`config.mk`:
```
export PLATFORM = sky130hd
export DESIGN_NAME = yzb_denetleyici
export DESIGN_NICKNAME = d
export VERILOG_FILES = /design/src/rtl/yzb_denetleyici.sv
export SDC_FILE = /design/constraint.sdc
export NUM_CORES = 1
export LEC_CHECK = 0
export ABC_AREA = 1
export CAP_MARGIN = 10
export CELL_PAD_IN_SITES_DETAIL_PLACEMENT = 2
export CELL_PAD_IN_SITES_GLOBAL_PLACEMENT = 2
export CORE_MARGIN = 8
export CORE_UTILIZATION = 27
export CTS_CLUSTER_SIZE = 24
export DETAILED_ROUTE_END_ITERATION = 12
export GPL_TIMING_DRIVEN = 0
export PLACE_DENSITY = 0.89
export SLEW_MARGIN = 20
export SYNTH_ARGS = -nofsm -noshare
export SYNTH_HDL_FRONTEND = slang
export SYNTH_SLANG_ARGS = --single-unit
```
`constraint.sdc`:
```
create_clock -name clk_i -period 10.3 [get_ports clk_i]
set_input_delay 2.06 -clock clk_i [delete_from_list [all_inputs] [get_ports clk_i]]
set_output_delay 2.06 -clock clk_i [all_outputs]
set_load 0.1 [all_outputs]
```
`src/rtl/yzb_denetleyici.sv`:
```
// Issue/sequencing controller in front of the AI unit: forwards micro-ops as one-cycle
// pulses, tracks X/W fill levels, and stalls RUN until the unit's dot product is ready.
module yzb_denetleyici #(
    parameter int unsigned VERI_BIT       = 32,
    parameter int unsigned UOP_YZB_BIT    = 3,
    parameter int unsigned N_CNN_YAZMAC   = 16,
    parameter int unsigned CNN_YAZMAC_BIT = 5
) (
    input  logic                   clk_i,
    input  logic                   rst_i,
    input  logic                   istek_gecerli_i,
    output logic                   istek_hazir_o,
    input  logic [UOP_YZB_BIT-1:0] istek_kod_i,
    input  logic [VERI_BIT-1:0]    istek_islec1_i,
    input  logic [VERI_BIT-1:0]    istek_islec2_i,
    input  logic [4:0]             istek_rd_i,
    input  logic                   iptal_i,
    output logic [UOP_YZB_BIT-1:0] yzb_kod_o,
    output logic [VERI_BIT-1:0]    yzb_islec1_o,
    output logic [VERI_BIT-1:0]    yzb_islec2_o,
    input  logic [VERI_BIT-1:0]    yzb_sonuc_i,
    input  logic                   yzb_gecerli_i,
    output logic [VERI_BIT-1:0]    sonuc_o,
    output logic [4:0]             sonuc_rd_o,
    output logic                   sonuc_gecerli_o,
    input  logic                   sonuc_hazir_i,
    output logic                   hata_o
);

    // Micro-op encodings, kept in step with mikroislem.vh.
    localparam logic [UOP_YZB_BIT-1:0] UOP_YZB_NOP     = UOP_YZB_BIT'(0);
    localparam logic [UOP_YZB_BIT-1:0] UOP_YZB_LDX_OP1 = UOP_YZB_BIT'(1);
    localparam logic [UOP_YZB_BIT-1:0] UOP_YZB_LDX_ALL = UOP_YZB_BIT'(2);
    localparam logic [UOP_YZB_BIT-1:0] UOP_YZB_LDW_OP1 = UOP_YZB_BIT'(3);
    localparam logic [UOP_YZB_BIT-1:0] UOP_YZB_LDW_ALL = UOP_YZB_BIT'(4);
    localparam logic [UOP_YZB_BIT-1:0] UOP_YZB_CLRX    = UOP_YZB_BIT'(5);
    localparam logic [UOP_YZB_BIT-1:0] UOP_YZB_CLRW    = UOP_YZB_BIT'(6);
    localparam logic [UOP_YZB_BIT-1:0] UOP_YZB_RUN     = UOP_YZB_BIT'(7);

    localparam logic [CNN_YAZMAC_BIT:0] SINIR = (CNN_YAZMAC_BIT + 1)'(N_CNN_YAZMAC);

    typedef enum logic [1:0] {Bosta, Calistir, Yaz} durum_e;

    durum_e                    durum_q, durum_d;
    logic [UOP_YZB_BIT-1:0]    kod_q, kod_d;
    logic [VERI_BIT-1:0]       islec1_q, islec1_d, islec2_q, islec2_d;
    logic [VERI_BIT-1:0]       sonuc_q, sonuc_d;
    logic [4:0]                rd_q, rd_d;
    logic                      hata_q, hata_d;
    logic [CNN_YAZMAC_BIT-1:0] sx_q, sx_d, sw_q, sw_d;
    logic [CNN_YAZMAC_BIT:0]   sx_yeni, sw_yeni;

    // One extra bit so a count of N plus 2 cannot wrap below the limit.
    assign sx_yeni = {1'b0, sx_q} +
                     ((istek_kod_i == UOP_YZB_LDX_ALL) ? (CNN_YAZMAC_BIT + 1)'(2)
                                                       : (CNN_YAZMAC_BIT + 1)'(1));
    assign sw_yeni = {1'b0, sw_q} +
                     ((istek_kod_i == UOP_YZB_LDW_ALL) ? (CNN_YAZMAC_BIT + 1)'(2)
                                                       : (CNN_YAZMAC_BIT + 1)'(1));

    always_comb begin
        durum_d  = durum_q;
        kod_d    = UOP_YZB_NOP;
        islec1_d = islec1_q;
        islec2_d = islec2_q;
        sonuc_d  = sonuc_q;
        rd_d     = rd_q;
        hata_d   = 1'b0;
        sx_d     = sx_q;
        sw_d     = sw_q;
        case (durum_q)
            Bosta: begin
                if (istek_gecerli_i && !iptal_i) begin
                    kod_d    = istek_kod_i;
                    islec1_d = istek_islec1_i;
                    islec2_d = istek_islec2_i;
                    case (istek_kod_i)
                        UOP_YZB_RUN: begin
                            durum_d = Calistir;
                            rd_d    = istek_rd_i;
                        end
                        UOP_YZB_LDX_OP1, UOP_YZB_LDX_ALL: begin
                            if (sx_yeni > SINIR) begin
                                kod_d    = UOP_YZB_NOP;
                                islec1_d = islec1_q;
                                islec2_d = islec2_q;
                                hata_d   = 1'b1;
                            end else begin
                                sx_d = sx_yeni[CNN_YAZMAC_BIT-1:0];
                            end
                        end
                        UOP_YZB_LDW_OP1, UOP_YZB_LDW_ALL: begin
                            if (sw_yeni > SINIR) begin
                                kod_d    = UOP_YZB_NOP;
                                islec1_d = islec1_q;
                                islec2_d = islec2_q;
                                hata_d   = 1'b1;
                            end else begin
                                sw_d = sw_yeni[CNN_YAZMAC_BIT-1:0];
                            end
                        end
                        UOP_YZB_CLRX: sx_d = '0;
                        UOP_YZB_CLRW: sw_d = '0;
                        default: ;
                    endcase
                end
            end
            Calistir: begin
                if (iptal_i) begin
                    durum_d = Bosta;
                end else if (yzb_gecerli_i) begin
                    sonuc_d = yzb_sonuc_i;
                    durum_d = Yaz;
                end else begin
                    kod_d = UOP_YZB_RUN;
                end
            end
            Yaz: begin
                if (iptal_i || sonuc_hazir_i) durum_d = Bosta;
            end
            default: durum_d = Bosta;
        endcase
    end

    always_ff @(posedge clk_i or posedge rst_i) begin
        if (rst_i) begin
            durum_q  <= Bosta;
            kod_q    <= UOP_YZB_NOP;
            islec1_q <= '0;
            islec2_q <= '0;
            sonuc_q  <= '0;
            rd_q     <= '0;
            hata_q   <= 1'b0;
            sx_q     <= '0;
            sw_q     <= '0;
        end else begin
            durum_q  <= durum_d;
            kod_q    <= kod_d;
            islec1_q <= islec1_d;
            islec2_q <= islec2_d;
            sonuc_q  <= sonuc_d;
            rd_q     <= rd_d;
            hata_q   <= hata_d;
            sx_q     <= sx_d;
            sw_q     <= sw_d;
        end
    end

    assign istek_hazir_o   = (durum_q == Bosta);
    assign yzb_kod_o       = kod_q;
    assign yzb_islec1_o    = islec1_q;
    assign yzb_islec2_o    = islec2_q;
    assign sonuc_o         = sonuc_q;
    assign sonuc_rd_o      = rd_q;
    assign sonuc_gecerli_o = (durum_q == Yaz);
    assign hata_o          = hata_q;

endmodule

```
Yosys cells after proc, flatten, opt, wreduce, memory -nomap -nowiden
Index checks and enable logic that the tools add are counted.
{"block": "op_classes", "n_addsub": 2, "order_cmp": 2, "eq_ne": 15, "n_mux": 30, "n_bitwise": 1, "reduce_logical": 14}
{"op": "2-to-1 mux 32 bit", "n": 4}
{"op": "case mux 32 bit (2 select lines)", "n": 2}
{"op": "case mux 5 bit (2 select lines)", "n": 2}
{"op": "AND reduction 4 bit", "n": 4}
{"op": "2-to-1 mux 3 bit", "n": 5}
{"op": "2-to-1 mux 2 bit", "n": 7}
{"op": "adder 5 x 2 -> 6 bit", "n": 2}
{"op": "== test 3 bit (second input constant)", "n": 4}
{"op": "greater-than comparator 6 x 5 -> 1 bit (second input constant)", "n": 2}
{"op": "case mux 3 bit (2 select lines)", "n": 2}
{"op": "2-to-1 mux 5 bit", "n": 2}
{"op": "== test 3 x 2 -> 1 bit (second input constant)", "n": 2}
{"op": "inequality test 2 x 1 -> 1 bit (second input constant)", "n": 3}
{"op": "case mux 2 bit (3 select lines)", "n": 1}
{"op": "AND reduction 3 bit", "n": 2}
{"op": "2-to-1 mux 1 bit", "n": 4}
{"op": "inequality test 2 bit (second input constant)", "n": 2}
{"op": "nonzero test 2 bit", "n": 2}
{"op": "OR reduction 2 bit", "n": 2}
{"op": "== test 3 x 1 -> 1 bit (second input constant)", "n": 1}
{"op": "inequality test 3 bit (second input constant)", "n": 1}
{"op": "== test 2 x 1 -> 1 bit (second input constant)", "n": 1}
{"op": "== test 2 bit (second input constant)", "n": 1}
{"op": "logical NOT 2 bit", "n": 1}
{"op": "5 further kinds", "n": 5}
{"block": "totals", "regBits": 117, "input_bits": 110, "out_inout_bits": 107, "elab_cells": 73}

Longest topological paths before layout
Gate-level depths: netlist of the first run.
{"block": "logic_depth", "word_depth": 8, "depth_mapped": 17, "ltp_nobuf": 16}

Worst setup path before layout of the first run
No wires, ideal clock.
{"block": "synth_path", "kind": "input-to-reg", "start": "input istek_kod_i[0]", "end": "register islec1_q[0], in the netlist yzb_islec1_o[0]", "setup_ps": 122, "arrival_ps": 4238, "required_ps": 10178, "path_slack_ps": 5940, "path_stages": 16, "n_path_buf": 1, "cell_sequence": "nor2_1 inv_1 nor2_1 inv_1 ha_1 fa_1 or2_2 nor2_1 nand2_1 nand2_1 nand2_1 nand2_2 nand3_4 buf_6 nand2_1 nand2_1"}
{"block": "synth_between", "elab_chain_len": 6, "word_cells_on_any_way": 16, "classes_between": "add/sub: 2; order compare: 2; eq/ne: 6; mux: 3; reduce/logical: 3"}
{"element": "from (decl)", "line": "13", "rtl": "input logic [UOP_YZB_BIT-1:0] istek_kod_i,"}
{"element": "== test 3 x 2 -> 1 bit or == test 3 bit (tied branches)", "line": "55, 77, 58"}
{"element": "2-to-1 mux 2 bit, on equally long branches", "line": "55, 58"}
{"element": "adder 5 x 2 -> 6 bit, on equally long branches", "line": "54, 57"}
{"element": "greater-than comparator 6 x 5 -> 1 bit, on equally long branches", "line": "83, 93"}
{"element": "inequality test 2 bit (no line)"}
{"element": "AND reduction 4 bit (no line)"}
{"element": "to (signal assigned)", "line": "139", "rtl": "islec1_q <= islec1_d;"}
{"element": "to (decl)", "line": "46", "rtl": "logic [VERI_BIT-1:0] islec1_q, islec1_d, islec2_q, islec2_d;"}
Parallel ways exist; a longest one is shown, timed or not.
A chain may end at the register's enable or synchronous reset.

Final worst setup path of the first run
{"block": "layout_path", "start": "input istek_kod_i[2]", "end": "register islec2_q[2], in the netlist yzb_islec2_o[2]"}
{"block": "layout_between", "elab_chain_len": 6, "word_cells_on_any_way": 16, "classes_between": "add/sub: 2; order compare: 2; eq/ne: 6; mux: 3; reduce/logical: 3"}
{"element": "== test 3 x 2 -> 1 bit or == test 3 bit (tied branches)", "line": "55, 77, 58"}
{"element": "2-to-1 mux 2 bit, on equally long branches", "line": "55, 58"}
{"element": "adder 5 x 2 -> 6 bit, on equally long branches", "line": "54, 57"}
{"element": "greater-than comparator 6 x 5 -> 1 bit, on equally long branches", "line": "83, 93"}
{"element": "inequality test 2 bit (no line)"}
{"element": "AND reduction 4 bit (no line)"}
{"element": "to (signal assigned)", "line": "140", "rtl": "islec2_q <= islec2_d;"}
{"element": "to (decl)", "line": "46"}
Parallel ways exist; a longest one is shown, timed or not.

==> results of run 1 <==
synth_stat cells:
cell and instances:
inv_1 23, buf_6 7, a21oi_1 3, inv_2 1, nand3b_1 1, o21ai_0 1
o21ai_1 5, xnor2_1 1, nand2_1 183, clkbuf_1 11, nor3_1 1, dfrtp_1 117
nand2_2 3, buf_2 13, nor3_2 1, nand3_4 1, ha_1 4, nor2_1 18
mux2_2 37, xor2_1 2, fa_1 2, or2_2 2, nand3_1 16, nand4_1 70
and2_1 1
sequential cells by signal (all words and copies together), names as in the netlist:
name          count
yzb_islec1_o     32
yzb_islec2_o     32
yzb_kod_o         3
sonuc_rd_o        5
durum_q           2
hata_o            1
sw_q              5
sonuc_o          32
sx_q              5
layer usage:
| layer | track usage | vias up | share of wire | routed length [um] |
|---|---|---|---|---|
| met2 | 0.336 | 138 | 0.54 | 11300 |
| met3 | 0.0558 | 23 | 0.057 | 1200 |
| met4 | 0.0495 | 0 | 0.016 | 339 |
| met5 | 0 | - | 0 | 0 |
| met1 | 0.195 | 2478 | 0.39 | 8150 |
| li1 | - | 2227 | - | - |
cell families (layout without fill, tap and decap cells):
family / count (synthesis) / after routing / share of synthesized area
fa+ha+maj: 6 / 6 / 0.0176
flops: 117 / 117 / 0.571
xor+xnor: 3 / 3 / 0.00512
simple gates: 297 / 297 / 0.263
compound gates: 9 / 9 / 0.00878
mux: 37 / 37 / 0.0812
buf+inv: 55 / 304 / 0.0536
critical path: cells and delay by family:
family        cells  cell delay (ps)
fa+ha+maj         2              720
buf+inv           4             1250
simple gates      9             1470
stage by stage:
| stage | instances | setup slack, ps | hold WS, ps | area, sq um | total power, mW |
|---|---|---|---|---|---|
| finish | 1007 | 5160 | 474 | 8180 | 1.98 |
| detailed placement | 975 | 4710 | 459 | 7610 | 1.42 |
| global placement | 974 | 3380 | 453 | 7590 | 1.39 |
| global route | 1007 | 4840 | 496 | 8180 | 2.06 |
| CTS | 1007 | 5140 | 477 | 8180 | 2.00 |
| floorplan | 524 | 5140 | 448 | 5130 | 1.17 |
area by class of cell:
cell class | instances | area (sq um)
clock inverter | 14 | 130
multi-input combinational | 352 | 1930
sequential | 117 | 2930
tap | 234 | 293
buffer | 31 | 185
timing repair buffer | 217 | 2180
inverter | 24 | 95.1
fill | 2003 | 10500
clock buffer | 18 | 439
power groups by stage:
stage | sequential (mW) | combinational, mW | clock, mW
global route | 0.592 | 0.860 | 0.603
global placement | 0.583 | 0.803 | 0
detailed placement | 0.591 | 0.829 | 0
floorplan | 1.04 | 0.133 | 0
finish | 0.582 | 0.823 | 0.573
CTS | 0.584 | 0.832 | 0.588
worst max path at each step:
stage              startpoint                to  slack [ps]
2_1_floorplan           rst_i        durum_q[0]        5140
3_3_place_gp            rst_i  yzb_islec2_o[23]        3380
3_5_place_dp   istek_kod_i[2]   yzb_islec2_o[2]        4710
4_1_cts        istek_kod_i[2]   yzb_islec2_o[2]        5140
5_1_grt        istek_kod_i[2]   yzb_islec2_o[2]        4840
6_report       istek_kod_i[2]   yzb_islec2_o[2]        5160
==> reports/results.txt, run 1 <==
CP endpoint kind: flip-flop
Hold WC Path Type: flip-flop to flip-flop
number of cell rows: 50
Max IR drop VDD: 0.111 mV
Die Y: 154 um
H-tree lvl count: 4
CP max stage cell: clkdlybuf4s50_1
Mean Syn Cell Area: 9.79 sq um
worst-path cell chain: clkdlybuf4s50_1 -> inv_1 -> nor2_1 -> inv_1 -> ha_1 -> fa_1 -> or2_2 -> nor2_1 -> nand2_1 -> nand2_1 -> nand2_1 -> nand2_2 -> clkbuf_1 -> nand4_1 -> nand2_1
vias: 4866
CORE AREA: 18700 sq um
DRC viols: 0
Die Width: 154 um
Nets: 876
Worst EP arrival: 5490 ps
Total Wirelength: 21.0 mm
Final setup viols: 0
port buffer count: 216
Hold Path Cell Cnt: 2
YS warnings: 0
register-to-register setup slack: 7550 ps
crit path launch type: primary input
Syn Nets: 640
Syn Std Cell Area: 5130 sq um
postcts setup bufs: 0
Slew Viols, Final: 0
Int Pwr: 1.08 mW
Finished Core Util: 0.437
DR vias/cell: 4.83
Worst EP required: 10650 ps
Antenna Nets Post-Route: 0
Hold Path Sink: yzb_islec2_o[19]
ANT cells: 0
sequential area share after synthesis: 0.571
CTS Buf Count: 17
gpl congestion: 0.758
sw frac: 0.453
Synth Instances: 524
Yosys top cell area share: 0.571
grt total ovfl: 0
Tmin final: 5140 ps
final hold vios: 0
Worst-Skew Late Latency: 410 ps
final setup TNS: 0 ps
Synth area leaders: dfrtp_1 57%, nand2_1 13%, nand4_1 8.5%
highest-count cells in the layout ignoring fill and taps: 216 x clkdlybuf4s50_1, 183 x nand2_1, 117 x dfrtp_1, 70 x nand4_1, 37 x mux2_2
first-pass GRT wire length: 33.4 mm
clock tree buffer depth: 2
unrepaired setup endpoints after global routing: no
cell taking the most area after synthesis: dfrtp_1
Layout area overhead: 59.4%
crit-path most repeated cell: nand2_1
DRT iter0 DRCs: 159
Fmax achieved: 194 MHz
clock-pin slew on the worst setup and hold paths: 60 ps
Top Ports: 217
post-detail-place hpwl: 16.2 mm
PwrDens: 242 nW/um^2
Resized cells post-CTS: 0
full die area: 23700 sq um
combinational share of power: 0.416
CP Max Fanout: 10
layout cell share with drive strength beyond 1: 0.128
initial antenna violation count: 0
post-DR wirelength/cell: 20.8 um
largest net degree at the start of global routing: 79
status: finished, final reports clean
slowest stage delay, CP: 600 ps
Leakage: 3.84 nW
vias in the first global route: 5755
Fin Clk Skew: 5.85 ps
RR Startpoint: sw_q[0]
CTS tree: built
Net Sw Power: 897 uW
GRT Total Usage: 0.181
clock group share of total power: 0.290
Max Cap Viol: 0
Distinct cells, synth: 25
Hold Buf Count CTS: 0
Seq cells post-synth: 117
kind of critical path: primary input to flip-flop
drt pass-1 iters: 4
commonest non-fill, non-tap cell in the layout: clkdlybuf4s50_1
CTS Root Cell: clkbuf_16
reg-to-reg endpoint: yzb_islec2_o[2]
crit share post-route: 0.499
sequential cell fraction of total power: 0.294
clk sink count: 117
Reg2Reg Depth: 11
worst-margin pin slew: 1060 ps
Worst Hold Launch: yzb_islec2_o[19]
Initial Util: 0.274
slew margin rel.: 0.291
Note: power is estimated with default switching activity, not from simulation.
==> run 2: changes to the inputs <==
--- a/config.mk
+++ b/config.mk
@@ -10,11 +10,11 @@
 export CELL_PAD_IN_SITES_DETAIL_PLACEMENT = 2
 export CELL_PAD_IN_SITES_GLOBAL_PLACEMENT = 2
 export CORE_MARGIN = 8
-export CORE_UTILIZATION = 27
+export CORE_UTILIZATION = 22
 export CTS_CLUSTER_SIZE = 24
 export DETAILED_ROUTE_END_ITERATION = 12
 export GPL_TIMING_DRIVEN = 0
-export PLACE_DENSITY = 0.89
+export PLACE_DENSITY = 0.78
 export SLEW_MARGIN = 20
 export SYNTH_ARGS = -nofsm -noshare
 export SYNTH_HDL_FRONTEND = slang
==> constraint.sdc (replaced) <==
create_clock -name clk_i -period 4.6 [get_ports clk_i]
set_input_delay 0.92 -clock clk_i [delete_from_list [all_inputs] [get_ports clk_i]]
set_output_delay 0.92 -clock clk_i [all_outputs]
set_load 0.1 [all_outputs]
==> run 2 against run 1 <==
  * Via count down 1.7%
  * Routed wire length down 3.2%
  * Highest routed layer unchanged
  * Critical path depth up 1
  * Critical path type unchanged
  * First-iteration DRC count down 12%
  * Sequential power up 120%
==> reports/results.txt, run 2 (same netlist as run 1, synthesis figures left out) <==
kind of critical path: primary input to flip-flop (unchanged)
layout cell share with drive strength beyond 1: 0.128 (unchanged)
Die Width: 169 um (was 154 um)
largest net degree at the start of global routing: 85 (was 79)
clk sink count: 117 (unchanged)
DR vias/cell: 4.38 (was 4.83)
Slew Viols, Final: 0 (unchanged)
ANT cells: 0 (unchanged)
port buffer count: 216 (unchanged)
grt met3 use: 0.0664 (was 0.0558)
Worst EP arrival: 4340 ps (was 5490 ps)
final hold vios: 0 (unchanged)
Max IR drop VDD: 0.257 mV (was 0.111 mV)
DRT iter0 DRCs: 140 (was 159)
CTS Buf Count: 17 (unchanged)
Max Cap Viol: 0 (unchanged)
unrepaired setup endpoints after global routing: no (unchanged)
crit path launch type: primary input (unchanged)
post-detail-place hpwl: 15.5 mm (was 16.2 mm)
GRT Max-Usage Layer: met2 (unchanged)
Int Pwr: 2.64 mW (was 1.08 mW)
drt pass-1 iters: 4 (unchanged)
CTS Root Cell: clkbuf_16 (unchanged)
GRT Total Usage: 0.145 (was 0.181)
highest-count cells in the layout ignoring fill and taps: 216 x clkdlybuf4s50_1, 183 x nand2_1, 117 x dfrtp_1, 70 x nand4_1, 37 x mux2_2 (unchanged)
Leakage: 3.90 nW (was 3.84 nW)
Worst EP required: 4950 ps (was 10650 ps)
worst-margin pin slew: 1060 ps (about the same)
postcts setup bufs: 0 (unchanged)
Hold Buf Count CTS: 0 (unchanged)
Layout area overhead: 63.5% (was 59.4%)
Fin Clk Skew: 10.5 ps (was 5.85 ps)
DRC viols: 0 (unchanged)
combinational share of power: 0.394 (was 0.416)
commonest non-fill, non-tap cell in the layout: clkdlybuf4s50_1 (unchanged)
vias: 4785 (was 4866)
fin area: 8390 sq um (was 8180 sq um)
post-DR wirelength/cell: 18.6 um (was 20.8 um)
H-tree lvl count: 4 (unchanged)
PwrDens: 552 nW/um^2 (was 242 nW/um^2)
Placed Area: 7730 sq um (was 7610 sq um)
CP endpoint kind: flip-flop (unchanged)
gpl congestion: 0.735 (was 0.758)
clock-pin slew on the worst setup and hold paths: 60 ps (about the same)
number of cell rows: 56 (was 50)
PnR Total Power: 4.63 mW (was 1.98 mW)
Finished Core Util: 0.362 (was 0.437)
clock tree buffer depth: 2 (unchanged)
Initial Util: 0.221 (was 0.274)
slew margin rel.: 0.292 (was 0.291)
clock group share of total power: 0.326 (was 0.290)
grt total ovfl: 0 (unchanged)
status: finished, final reports clean (unchanged)
Nets: 876 (unchanged)
Fmax achieved: 250 MHz
M1 GR Usage: 0.165 (was 0.195)
crit share post-route: 0.868
met2 Use GR: 0.242 (was 0.336)
CORE AREA: 23200 sq um (was 18700 sq um)
first-pass GRT wire length: 32.2 mm (was 33.4 mm)
Resized cells post-CTS: 0 (unchanged)
Antenna Nets Post-Route: 0 (unchanged)
Total Wirelength: 20.3 mm (was 21.0 mm)
Top Ports: 217 (unchanged)
Die Y: 169 um (was 154 um)
vias in the first global route: 5518 (was 5755)
Hold Slack: 472 ps (was 474 ps)
Hold WC Path Type: flip-flop to flip-flop (unchanged)
Worst-Skew Late Latency: 420 ps (was 410 ps)
full die area: 28500 sq um (was 23700 sq um)
sequential cell fraction of total power: 0.280 (was 0.294)
Tmin final: 3990 ps
sw frac: 0.429 (was 0.453)
CP Max Fanout: 10 (unchanged)
initial antenna violation count: 0 (unchanged)
Final setup viols: 0 (unchanged)
Net Sw Power: 1.99 mW (was 897 uW)
CTS tree: built (unchanged)
[run 2: layout make-up]
cell class                 count  area [sq um]
multi-input combinational    352          1930
inverter                      24          97.6
fill                        2490         14800
buffer                        31           185
sequential                   117          2930
timing repair buffer         217          2190
tap                          319           399
clock buffer                  18           439
clock inverter                14           223
[run 2: power groups by stage]
stage                     Sequential, mW  Combinational (mW)  Clock (mW)
after floorplan                     2.32               0.298           0
after global placement              1.30                1.81           0
after detailed placement            1.31                1.84           0
after CTS                           1.30                1.85        1.56
after global routing                1.32                1.91        1.59
final                               1.30                1.83        1.51
[run 2: critical path, stage by stage]
cell and delay [ps]:
clkdlybuf4s50_1 510, nor2_1 190, inv_1 60, nor2_1 340, inv_1 90, ha_1 240
fa_1 470, or2_2 310, nor2_1 110, nand2_1 60, nand2_1 70, nand2_1 90
nand2_2 130, clkbuf_1 460, nand4_1 170, nand2_1 110
[run 2: final timing paths]
kind,startpoint,to,slack [ps],cells past startpoint
worst max-delay path,istek_kod_i[0],yzb_islec1_o[30],610,16
worst min-delay path,yzb_islec2_o[1],yzb_islec2_o[1],470,2
worst max register to register,sw_q[0],yzb_islec1_o[30],1930,11
worst min register to register,yzb_islec2_o[1],yzb_islec2_o[1],470,2
max in group asynchronous,rst_i,sx_q[0],2960,3
min in group asynchronous,rst_i,sonuc_o[10],870,2
[run 2: through the flow]
stage / TNS, ps / std cells / worst slack (ps)
5_1_grt: 0 / 1092 / 211
4_1_cts: 0 / 1092 / 540
6_report: 0 / 1092 / 607
2_1_floorplan: 0 / 524 / 579
3_5_place_dp: 0 / 1060 / 160
3_3_place_gp: -188250 / 1059 / -1630
[run 2: per-layer routing]
layer,up-vias,part of all wire
met5,-,0
met4,0,0.013
met3,20,0.096
met2,166,0.48
met1,2373,0.41
li1,2226,-
